<file path="src/rtl/board_io_pkg.sv">
// Shared types and default constants for the board input conditioner.
// Sequencer states plus synchronizer, reset-hold and debounce defaults.
package board_io_pkg;

  typedef enum logic [1:0] {
    ASSERT,
    HOLD,
    RUN
  } seq_state_e;

  localparam int unsigned SYNC_STAGES_DEF = 2;
  localparam int unsigned RST_HOLD_DEF    = 16;
  localparam int unsigned DEBOUNCE_DEF    = 100000;

endpackage

</file>
<file path="src/rtl/board_input_cond_if.sv">
// Raw-in / conditioned-out bundle between the top and a debouncer.
// The master drives the raw sample, the slave returns the clean value.
interface board_input_cond_if #(
  parameter int unsigned WIDTH = 1
);

  logic [WIDTH-1:0] raw;
  logic [WIDTH-1:0] q;

  modport master (
    output raw,
    input  q
  );

  modport slave (
    input  raw,
    output q
  );

endinterface

</file>
<file path="src/rtl/io_debounce.sv">
// Synchronizer chain followed by a whole-bus debouncer.
// The output changes only after a run of identical samples.
module io_debounce
  import board_io_pkg::*;
#(
  parameter int unsigned WIDTH           = 1,
  parameter int unsigned SYNC_STAGES     = SYNC_STAGES_DEF,
  parameter int unsigned DEBOUNCE_CYCLES = DEBOUNCE_DEF
) (
  input  logic               clk,
  input  logic               rst_n,
  board_input_cond_if.slave  db
);

  localparam int unsigned CW = $clog2(DEBOUNCE_CYCLES) + 1;
  localparam logic [CW-1:0] CNT_LAST = CW'(DEBOUNCE_CYCLES - 1);

  logic [WIDTH-1:0] sync_q [SYNC_STAGES];
  logic [WIDTH-1:0] sample;
  logic [WIDTH-1:0] prev_q;
  logic [WIDTH-1:0] stable_q;
  logic [CW-1:0]    cnt_q;

  assign sample = sync_q[SYNC_STAGES-1];
  assign db.q   = stable_q;

  // A fresh value counts as the first sample of its own run
  always_ff @(posedge clk or negedge rst_n) begin
    if (!rst_n) begin
      for (int i = 0; i < SYNC_STAGES; i++) begin
        sync_q[i] <= '0;
      end
      prev_q   <= '0;
      stable_q <= '0;
      cnt_q    <= '0;
    end else begin
      sync_q[0] <= db.raw;
      for (int i = 1; i < SYNC_STAGES; i++) begin
        sync_q[i] <= sync_q[i-1];
      end
      prev_q <= sample;
      if (sample == stable_q) begin
        cnt_q <= '0;
      end else if (sample != prev_q) begin
        cnt_q <= CW'(1);
      end else if (cnt_q == CNT_LAST) begin
        stable_q <= sample;
        cnt_q    <= '0;
      end else begin
        cnt_q <= cnt_q + 1'b1;
      end
    end
  end

endmodule

</file>
<file path="src/rtl/board_input_cond.sv">
// Board input conditioner: PLL-lock reset sequencer, button irq
// and switch debouncing for the SoC.
module board_input_cond
  import board_io_pkg::*;
#(
  parameter int unsigned SYNC_STAGES     = SYNC_STAGES_DEF,
  parameter int unsigned RST_HOLD_CYCLES = RST_HOLD_DEF,
  parameter int unsigned DEBOUNCE_CYCLES = DEBOUNCE_DEF,
  parameter int unsigned SW_WIDTH        = 16
) (
  input  logic                clk_i,
  input  logic                arst_n_i,
  input  logic                pll_locked_i,
  input  logic                btn_i,
  input  logic [SW_WIDTH-1:0] sw_i,
  output logic                rst_o,
  output logic                ready_o,
  output logic                irq_btn_o,
  output logic [SW_WIDTH-1:0] sw_o
);

  localparam int unsigned HW = $clog2(RST_HOLD_CYCLES) + 1;
  localparam logic [HW-1:0] HOLD_LAST = HW'(RST_HOLD_CYCLES - 1);

  seq_state_e           state_q;
  logic [HW-1:0]        hold_cnt_q;
  logic [SYNC_STAGES-1:0] lock_sync_q;
  logic                 lock_s;
  logic                 btn_q;
  logic                 btn_prev_q;

  board_input_cond_if #(.WIDTH(1))        btn_if ();
  board_input_cond_if #(.WIDTH(SW_WIDTH)) sw_if ();

  assign btn_if.raw = btn_i;
  assign sw_if.raw  = sw_i;
  assign btn_q      = btn_if.q[0];
  assign sw_o       = sw_if.q;
  assign lock_s     = lock_sync_q[SYNC_STAGES-1];

  io_debounce #(
    .WIDTH           (1),
    .SYNC_STAGES     (SYNC_STAGES),
    .DEBOUNCE_CYCLES (DEBOUNCE_CYCLES)
  ) u_btn_db (
    .clk   (clk_i),
    .rst_n (arst_n_i),
    .db    (btn_if.slave)
  );

  io_debounce #(
    .WIDTH           (SW_WIDTH),
    .SYNC_STAGES     (SYNC_STAGES),
    .DEBOUNCE_CYCLES (DEBOUNCE_CYCLES)
  ) u_sw_db (
    .clk   (clk_i),
    .rst_n (arst_n_i),
    .db    (sw_if.slave)
  );

  always_ff @(posedge clk_i or negedge arst_n_i) begin
    if (!arst_n_i) begin
      lock_sync_q <= '0;
    end else begin
      lock_sync_q <= {lock_sync_q[SYNC_STAGES-2:0], pll_locked_i};
    end
  end

  always_ff @(posedge clk_i or negedge arst_n_i) begin
    if (!arst_n_i) begin
      state_q    <= ASSERT;
      hold_cnt_q <= '0;
      rst_o      <= 1'b1;
      ready_o    <= 1'b0;
    end else begin
      unique case (state_q)
        ASSERT: begin
          if (lock_s) begin
            state_q    <= HOLD;
            hold_cnt_q <= '0;
          end
        end
        HOLD: begin
          if (!lock_s) begin
            state_q    <= ASSERT;
            hold_cnt_q <= '0;
          end else if (hold_cnt_q + 1'b1 >= HOLD_LAST) begin
            state_q    <= RUN;
            hold_cnt_q <= '0;
            rst_o      <= 1'b0;
            ready_o    <= 1'b1;
          end else begin
            hold_cnt_q <= hold_cnt_q + 1'b1;
          end
        end
        RUN: begin
          if (!lock_s) begin
            state_q <= ASSERT;
            rst_o   <= 1'b1;
            ready_o <= 1'b0;
          end
        end
        default: begin
          state_q    <= ASSERT;
          hold_cnt_q <= '0;
          rst_o      <= 1'b1;
          ready_o    <= 1'b0;
        end
      endcase
    end
  end

  // Presses that finish debouncing outside RUN are simply lost
  always_ff @(posedge clk_i or negedge arst_n_i) begin
    if (!arst_n_i) begin
      btn_prev_q <= 1'b0;
      irq_btn_o  <= 1'b0;
    end else begin
      btn_prev_q <= btn_q;
      irq_btn_o  <= btn_q & ~btn_prev_q & (state_q == RUN);
    end
  end

endmodule

</file>
<file path="config.mk">
export PLATFORM = sky130hd
export DESIGN_NAME = board_input_cond
export DESIGN_NICKNAME = d
export VERILOG_FILES = /design/src/rtl/board_io_pkg.sv /design/src/rtl/board_input_cond_if.sv /design/src/rtl/io_debounce.sv /design/src/rtl/board_input_cond.sv
export SDC_FILE = /design/constraint.sdc
export NUM_CORES = 1
export LEC_CHECK = 0
export ABC_AREA = 1
export CAP_MARGIN = 20
export CORE_ASPECT_RATIO = 1.1
export CORE_UTILIZATION = 35
export DETAILED_ROUTE_END_ITERATION = 7
export GPL_TIMING_DRIVEN = 0
export SLEW_MARGIN = 15
export SYNTH_ARGS = -nofsm -noshare
export SYNTH_HDL_FRONTEND = slang
export SYNTH_SLANG_ARGS = --single-unit
export TNS_END_PERCENT = 20
</file>
<file path="constraint.sdc">
create_clock -name clk_i -period 1.65 [get_ports clk_i]
set_input_delay 0.4125 -clock clk_i [delete_from_list [all_inputs] [get_ports clk_i]]
set_output_delay 0.4125 -clock clk_i [all_outputs]
set_load 0.02 [all_outputs]
</file>
==> results.toml, run 1 <==
[worst_setup_path]
critical_path.max_fanout = 9
worstPathArrival_ns = 1.93
worst-setup-path-type = "register to register"
r2r_end = "u_sw_db.db.q[5]"
critPathLaunchType = "register"
reg2reg_from = "u_sw_db.cnt_q[0]"
reg2reg_slack_ns = 0.01
worstPathRequired_ns = 1.94
crit_path_end_kind = "register"
r2r_cells = 9

[power_and_ir_drop]
combPwrFrac = 0.073
power_density_mw_per_mm2 = 1100
seq_power_share = 0.422
power.internal_w = 0.00579
peakVddDrop_mv = 0.934
power.share.clock = 0.504
swShare = 0.222
power.leakage_nw = 3.19
p_sw_w = 0.00165

[sta]
hold_viol = 0
max_freq_ghz = 0.611
grt_setup_unrepaired = "yes"
holdWs_ns = 0.344
final_max_slew_viol_count = 0
skew_ns = 0.00706
finalCritPeriodShare = 0.992
min_period_ns = 1.64
max_slew_margin = 0.668
setup_viol = 0
tightestPinTransition_ns = 0.497

[yosys]
synth.distinct_cells = 35
ys_seq_area_frac = 0.567
synthArstFlopShare = 1.00
ys.flop_type = "dfrtp_1"
synth.net_count = 603
ys_ff_latch = 117
yosysWarnings = 0
synth_top_area_share = 0.562
syn_inst = 579
syn_area_per_cell_um2 = 8.92
yosys.area.top_type = "dfrtp_1"
synth_area_leaders = "dfrtp_1 56%, nand2_1 11%, nor2_1 5.4%, inv_1 5.1%, nand4_1 3.1%"
synth_edf_count = 0
synthesis.area_mm2 = 0.00517

[grt]
grtUsageMet1 = 0.171
grt_pass1_vias = 3863
grtUsageMet2 = 0.252
grt_pass1_wl_um = 17700
gr-max-usage-layer = "met2"
grt_overflow_total = 0
use_met3 = 0.0533
grt_max_degree = 67
grt_use_total = 0.148
antenna_found_initial = 0

[drt]
routedWlPerCell_um = 12.1
ant_nets = 0
drtIter0Drc = 219
viasPerCell = 4.53
drc = 0
drt_wl_total_um = 10400
firstDrtPassIters = 4
via_count = 3883

[place]
placed_area_mm2 = 0.00582
place_inst = 810
port_buffers = 38
gp_congestion = 0.792
place_hpwl_um = 6960

[final_layout]
fin_nets = 678
utilization = 0.470
diodes = 0
drive_gt1_frac = 0.212
fin_area_mm2 = 0.00678
finalNonFillerCells = 858
area_growth_pct = 31.3

[hold_path]
hp-class = "register to register"
hp-start = "lock_sync_q[0]"
hold-path-endpoint = "lock_sync_q[1]"
holdPathStages = 0

[floorplan]
start_util = 0.358
die_h_um = 129
core_area_mm2 = 0.0144
num_io_pins = 39
core.rowCount = 46
die-area_mm2 = 0.0153
die_w_um = 118

[clock_tree]
clk_pin_slew_ns = 0.05
root_buffer = "clkbuf_16"
cts.sinks = 117
htreeDepth = 4
cts_buffers = 17
clk_latency_ns = 0.41
cts_buffer_depth = 2
cts_tree = "done"

[run]
cap_viol_max_count = 0

[outcome]
status = "complete, no violations"
how the worst max path moves through the flow:
stage,end,startpoint,cells after the start
3_5_place_dp,u_sw_db.db.q[6],u_sw_db.cnt_q[0],9
3_3_place_gp,u_btn_db.cnt_q[14],arst_n_i,1
5_1_grt,u_btn_db.cnt_q[14],u_btn_db.cnt_q[0],9
4_1_cts,u_btn_db.cnt_q[14],u_btn_db.cnt_q[0],8
2_1_floorplan,u_sw_db.db.q[10],u_sw_db.cnt_q[0],9
6_report,u_sw_db.db.q[5],u_sw_db.cnt_q[0],9
cell usage in the layout, fill, tap and decap left out, drive strengths merged:
master           n
nor2            85
nor4             1
xnor2           12
o21ai           15
and2             2
o21bai           2
nor3            15
nand2          167
inv             80
clkinvlp         2
nand3b           1
dlygate4sd3      1
buf             24
clkdlybuf4s15    2
a21oi            8
xor2            11
dfstp            1
bufinv           4
dlygate4sd2     15
ha               4
clkbuf          24
nand3           21
nand4           26
a31o             1
nor3b            3
clkdlybuf4s50   18
dfrtp          116
clkinv           5
cells in the mapped netlist (2+ instances only):
| cell type | number |
|---|---|
| a21oi_1 | 8 |
| buf_2 | 4 |
| dfrtp_1 | 116 |
| ha_1 | 4 |
| inv_1 | 70 |
| inv_2 | 10 |
| nand2_1 | 151 |
| nand2_2 | 16 |
| nand3_1 | 17 |
| nand3_2 | 2 |
| nand3_4 | 2 |
| nand4_1 | 26 |
| nor2_1 | 74 |
| nor2_2 | 7 |
| nor2_4 | 3 |
| nor3_1 | 12 |
| nor3_2 | 3 |
| nor3b_1 | 2 |
| o21ai_0 | 12 |
| o21ai_1 | 3 |
| o21bai_1 | 2 |
| xnor2_1 | 12 |
| xor2_1 | 11 |
worst max-delay path, stage by stage (launching register included):
cell	delay, ns
dfrtp_2	0.41
ha_4	0.16
nand2_4	0.06
nor2_4	0.20
nand3_4	0.13
clkinv_4	0.11
nand3_4	0.14
clkbuf_16	0.20
nand2_2	0.05
nand2_1	0.04
per-layer routing:
layer  wire length [um]  up-vias
li1                   -     1958
met1               4650     1861
met2               5240       57
met3                410        7
met4                 91        0
met5                  0        -
state kept, by name (all words and copies together) (netlist names), 2 cells and up:
| name | flops |
|---|---|
| u_btn_db.cnt_q | 18 |
| u_sw_db.cnt_q | 18 |
| u_sw_db.db.q | 16 |
| u_sw_db.prev_q | 16 |
| u_sw_db.sample | 16 |
| u_sw_db.sync_q | 16 |
| hold_cnt_q | 5 |
| lock_sync_q | 2 |
| state_q | 2 |
power by group through the flow:
stage	clock (W)	combinational, W	sequential (W)
6_report	0.00375	0.000544	0.00314
5_1_grt	0.00398	0.000634	0.00316
4_1_cts	0.00384	0.000528	0.00313
3_5_place_dp	0	0.000529	0.00318
3_3_place_gp	0	0.000505	0.00317
2_1_floorplan	0	0.000284	0.00318
cells by family (layout without fill, tap and decap cells):
family,after synthesis,count (layout),synth area share
AND/OR/NAND/NOR,321,321,0.288
XOR/XNOR,23,23,0.0390
AO/OA/AOI/OAI,26,26,0.0269
adder cells (fa/ha/maj),4,4,0.00969
flip-flops,117,117,0.567
buffers and inverters,88,175,0.0695
per-stage QoR:
stage               setup TNS, ns  setup WS, ns  power (W)
global placement          -512.95         -4.40    0.00368
floorplan                       0         0.163    0.00347
global route                -1.24        -0.104    0.00777
detailed placement          -1.45        -0.113    0.00371
CTS                       -0.0220       -0.0174    0.00750
finish                          0        0.0126    0.00743
layout make-up:
cell class,count,area (um2)
Clock buffer,21,450
Fill cell,1359,7660
Inverter,81,312
Tap cell,192,240
Clock inverter,10,155
Multi-Input combinational cell,374,2060
Buffer,7,72.6
Sequential cell,117,2940
Timing Repair Buffer,56,554
repair_timing:
item / CTS / global route
hold endpoints to repair: 50 / 0
pin swaps: 6 / 17
cloned: 0 / 1
hold buffers: 1 / 0
resized for setup: 32 / 57
setup endpoints to repair: 42 / 47
buffers inserted: 0 / 15
Note: power is estimated with default switching activity, not from simulation.
==> inputs of run 2 (changes only) <==
--- a/config.mk
+++ b/config.mk
@@ -6,7 +6,7 @@
 export NUM_CORES = 1
 export LEC_CHECK = 0
 export ABC_AREA = 1
-export CAP_MARGIN = 20
+export CAP_MARGIN = 30
 export CORE_ASPECT_RATIO = 1.1
 export CORE_UTILIZATION = 35
 export DETAILED_ROUTE_END_ITERATION = 7
==> results of run 2 <==
Same layout as run 1: the final DEF is identical, and so are final timing and power.
==> inputs of run 3 (changes only) <==
--- a/config.mk
+++ b/config.mk
@@ -8,7 +8,7 @@
 export ABC_AREA = 1
 export CAP_MARGIN = 30
 export CORE_ASPECT_RATIO = 1.1
-export CORE_UTILIZATION = 35
+export CORE_UTILIZATION = 30
 export DETAILED_ROUTE_END_ITERATION = 7
 export GPL_TIMING_DRIVEN = 0
 export SLEW_MARGIN = 15
==> constraint.sdc (replaced) <==
create_clock -name clk_i -period 1.65 [get_ports clk_i]
set_input_delay 0.33 -clock clk_i [delete_from_list [all_inputs] [get_ports clk_i]]
set_output_delay 0.33 -clock clk_i [all_outputs]
set_load 0.02 [all_outputs]
==> run 3 against run 2 <==
Worst hold slack improved by 0.00088 ns. Setup slack improved by 0.029 ns. Cell count rose by 3.6%. Critical path depth did not move. Fmax increased by 1.8%. Clock-buffer cell count down 3. Clock skew rose by 0.0048 ns. Register-to-register slack improved by 0.03 ns. Combinational power shrank 0.7%. Sequential cell count unchanged. Total power increased by 0.58%. Via count is 1.6% lower. Critical path type unchanged. Largest cell class unchanged.
==> results.toml, run 3 (synthesis results as in run 1) <==
[floorplan]
num_io_pins = 39
die_h_um = 140
die_w_um = 127
core.rowCount = 49
core_area_mm2 = 0.0166
start_util = 0.311
die-area_mm2 = 0.0178

[power_and_ir_drop]
peakVddDrop_mv = 0.801
combPwrFrac = 0.072
power.share.clock = 0.508
swShare = 0.232
power_density_mw_per_mm2 = 1100
seq_power_share = 0.420
power.leakage_nw = 3.18
p_sw_w = 0.00173
power.internal_w = 0.00575

[clock_tree]
cts_buffers = 17
clk_latency_ns = 0.42
htreeDepth = 4
clk_pin_slew_ns = 0.05
cts_buffer_depth = 2
cts.sinks = 117
root_buffer = "clkbuf_16"
cts_tree = "done"

[worst_setup_path]
crit_path_end_kind = "register"
critPathMaxStageDelay_ns = 0.42
critPathTopFamily = "simple AND/OR/NAND/NOR gates"
crit_chain = "ha_4 -> nand2_4 -> nor2_4 -> nand3_4 -> inv_8 -> nand3_4 -> buf_4 -> nand2_1 -> nand2_1"
worst-setup-path-type = "register to register"
worstPathArrival_ns = 1.91
critical_path.max_fanout = 9
worstPathRequired_ns = 1.95
crit_buf_inv = 2
crit_slowest_cell = "dfrtp_1"
critPathLaunchType = "register"

[run]
cap_viol_max_count = 0

[sta]
tightestPinTransition_ns = 0.618
skew_ns = 0.0119
max_freq_ghz = 0.622
setup_viol = 0
finalCritPeriodShare = 0.975
grt_setup_unrepaired = "yes"
final_max_slew_viol_count = 0
hold_viol = 0
timing.setup.tns_ns = 0
min_period_ns = 1.61
max_slew_margin = 0.588

[grt]
grt_pass1_vias = 3772
antenna_found_initial = 0
grt_use_total = 0.126
grt_pass1_wl_um = 17400
grt_max_degree = 66
grt_overflow_total = 0

[final_layout]
final_common_cell = "nand2_1"
area_growth_pct = 31.0
diodes = 0
top_regs = "u_btn_db.cnt_q x18, u_sw_db.cnt_q x18"
utilization = 0.407
drive_gt1_frac = 0.200
final_cell_mix = "142 x nand2_1, 107 x dfrtp_1, 68 x inv_1, 68 x nor2_1, 26 x nand4_1"
fin_nets = 673

[outcome]
status = "complete, no violations"

[place]
place_hpwl_um = 6870
gp_congestion = 0.782
port_buffers = 38

[drt]
routedWlPerCell_um = 11.7
ant_nets = 0
firstDrtPassIters = 4
via_count = 3822
drtIter0Drc = 145
drc = 0
viasPerCell = 4.30
drt_wl_total_um = 10400

[hold_path]
hp-class = "register to register"
[run 3: cell count changes in the layout (fill, tap and decap cells not counted), sizes merged]
cell / delta
buf: -5
clkbuf: -5
clkdlybuf4s15: -2
clkinvlp: +1
dlygate4sd2: +4
inv: +1
[run 3: metrics by stage]
| stage | setup slack (ns) | instances | area [um2] | hold WS [ns] | total power [W] |
|---|---|---|---|---|---|
| 2_1_floorplan | 0.163 | 579 | 5170 | 0.0344 | 0.00347 |
| 6_report | 0.0412 | 889 | 6770 | 0.345 | 0.00748 |
| 3_3_place_gp | -4.46 | 846 | 5830 | 0.331 | 0.00370 |
| 3_5_place_dp | -0.0949 | 847 | 5860 | 0.336 | 0.00371 |
| 4_1_cts | -0.000941 | 878 | 6510 | 0.330 | 0.00755 |
| 5_1_grt | -0.0760 | 889 | 6770 | 0.335 | 0.00778 |
[run 3: layout make-up]
class | count | area [um2]
repair buffers | 51 | 495
plain buffers | 7 | 76.3
multi-input cells | 374 | 2050
clock buffers | 18 | 429
fillers | 1640 | 9850
clock inverters | 12 | 183
inverters | 81 | 312
well taps | 229 | 287
flip-flops and latches | 117 | 2940
[run 3: worst paths after layout]
check	start	to	slack (ns)	depth (start not counted)
setup / recovery	u_sw_db.cnt_q[0]	u_sw_db.db.q[15]	0.04	9
hold / removal	lock_sync_q[0]	lock_sync_q[1]	0.35	0
setup reg to reg	u_sw_db.cnt_q[0]	u_sw_db.db.q[15]	0.04	9
hold reg to reg	lock_sync_q[0]	lock_sync_q[1]	0.35	0
max in group asynchronous	arst_n_i	rst_o	0.47	3
min in group asynchronous	arst_n_i	u_btn_db.cnt_q[13]	0.47	2
[run 3: power groups by stage]
stage               clock network [W]  registers (W)  logic (W)
finish                        0.00380        0.00314   0.000540
global route                  0.00400        0.00316   0.000630
CTS                           0.00389        0.00313   0.000527
detailed placement                  0        0.00318   0.000530
global placement                    0        0.00318   0.000516
floorplan                           0        0.00318   0.000284
[run 3: timing repair]
item	4_1_cts	5_1_grt
setup endpoints to repair	42	49
pin swaps	8	13
setup buffers	0	10
hold endpoints to repair	64	0
gates resized for setup	32	50
cloned	0	1
hold buffers	1	0
[run 3: metal layers]
| layer | part of all wire | GRT usage |
|---|---|---|
| met4 | 0.019 | 0.0564 |
| met5 | 0 | 0 |
| met3 | 0.044 | 0.0423 |
| met2 | 0.48 | 0.201 |
| met1 | 0.45 | 0.155 |
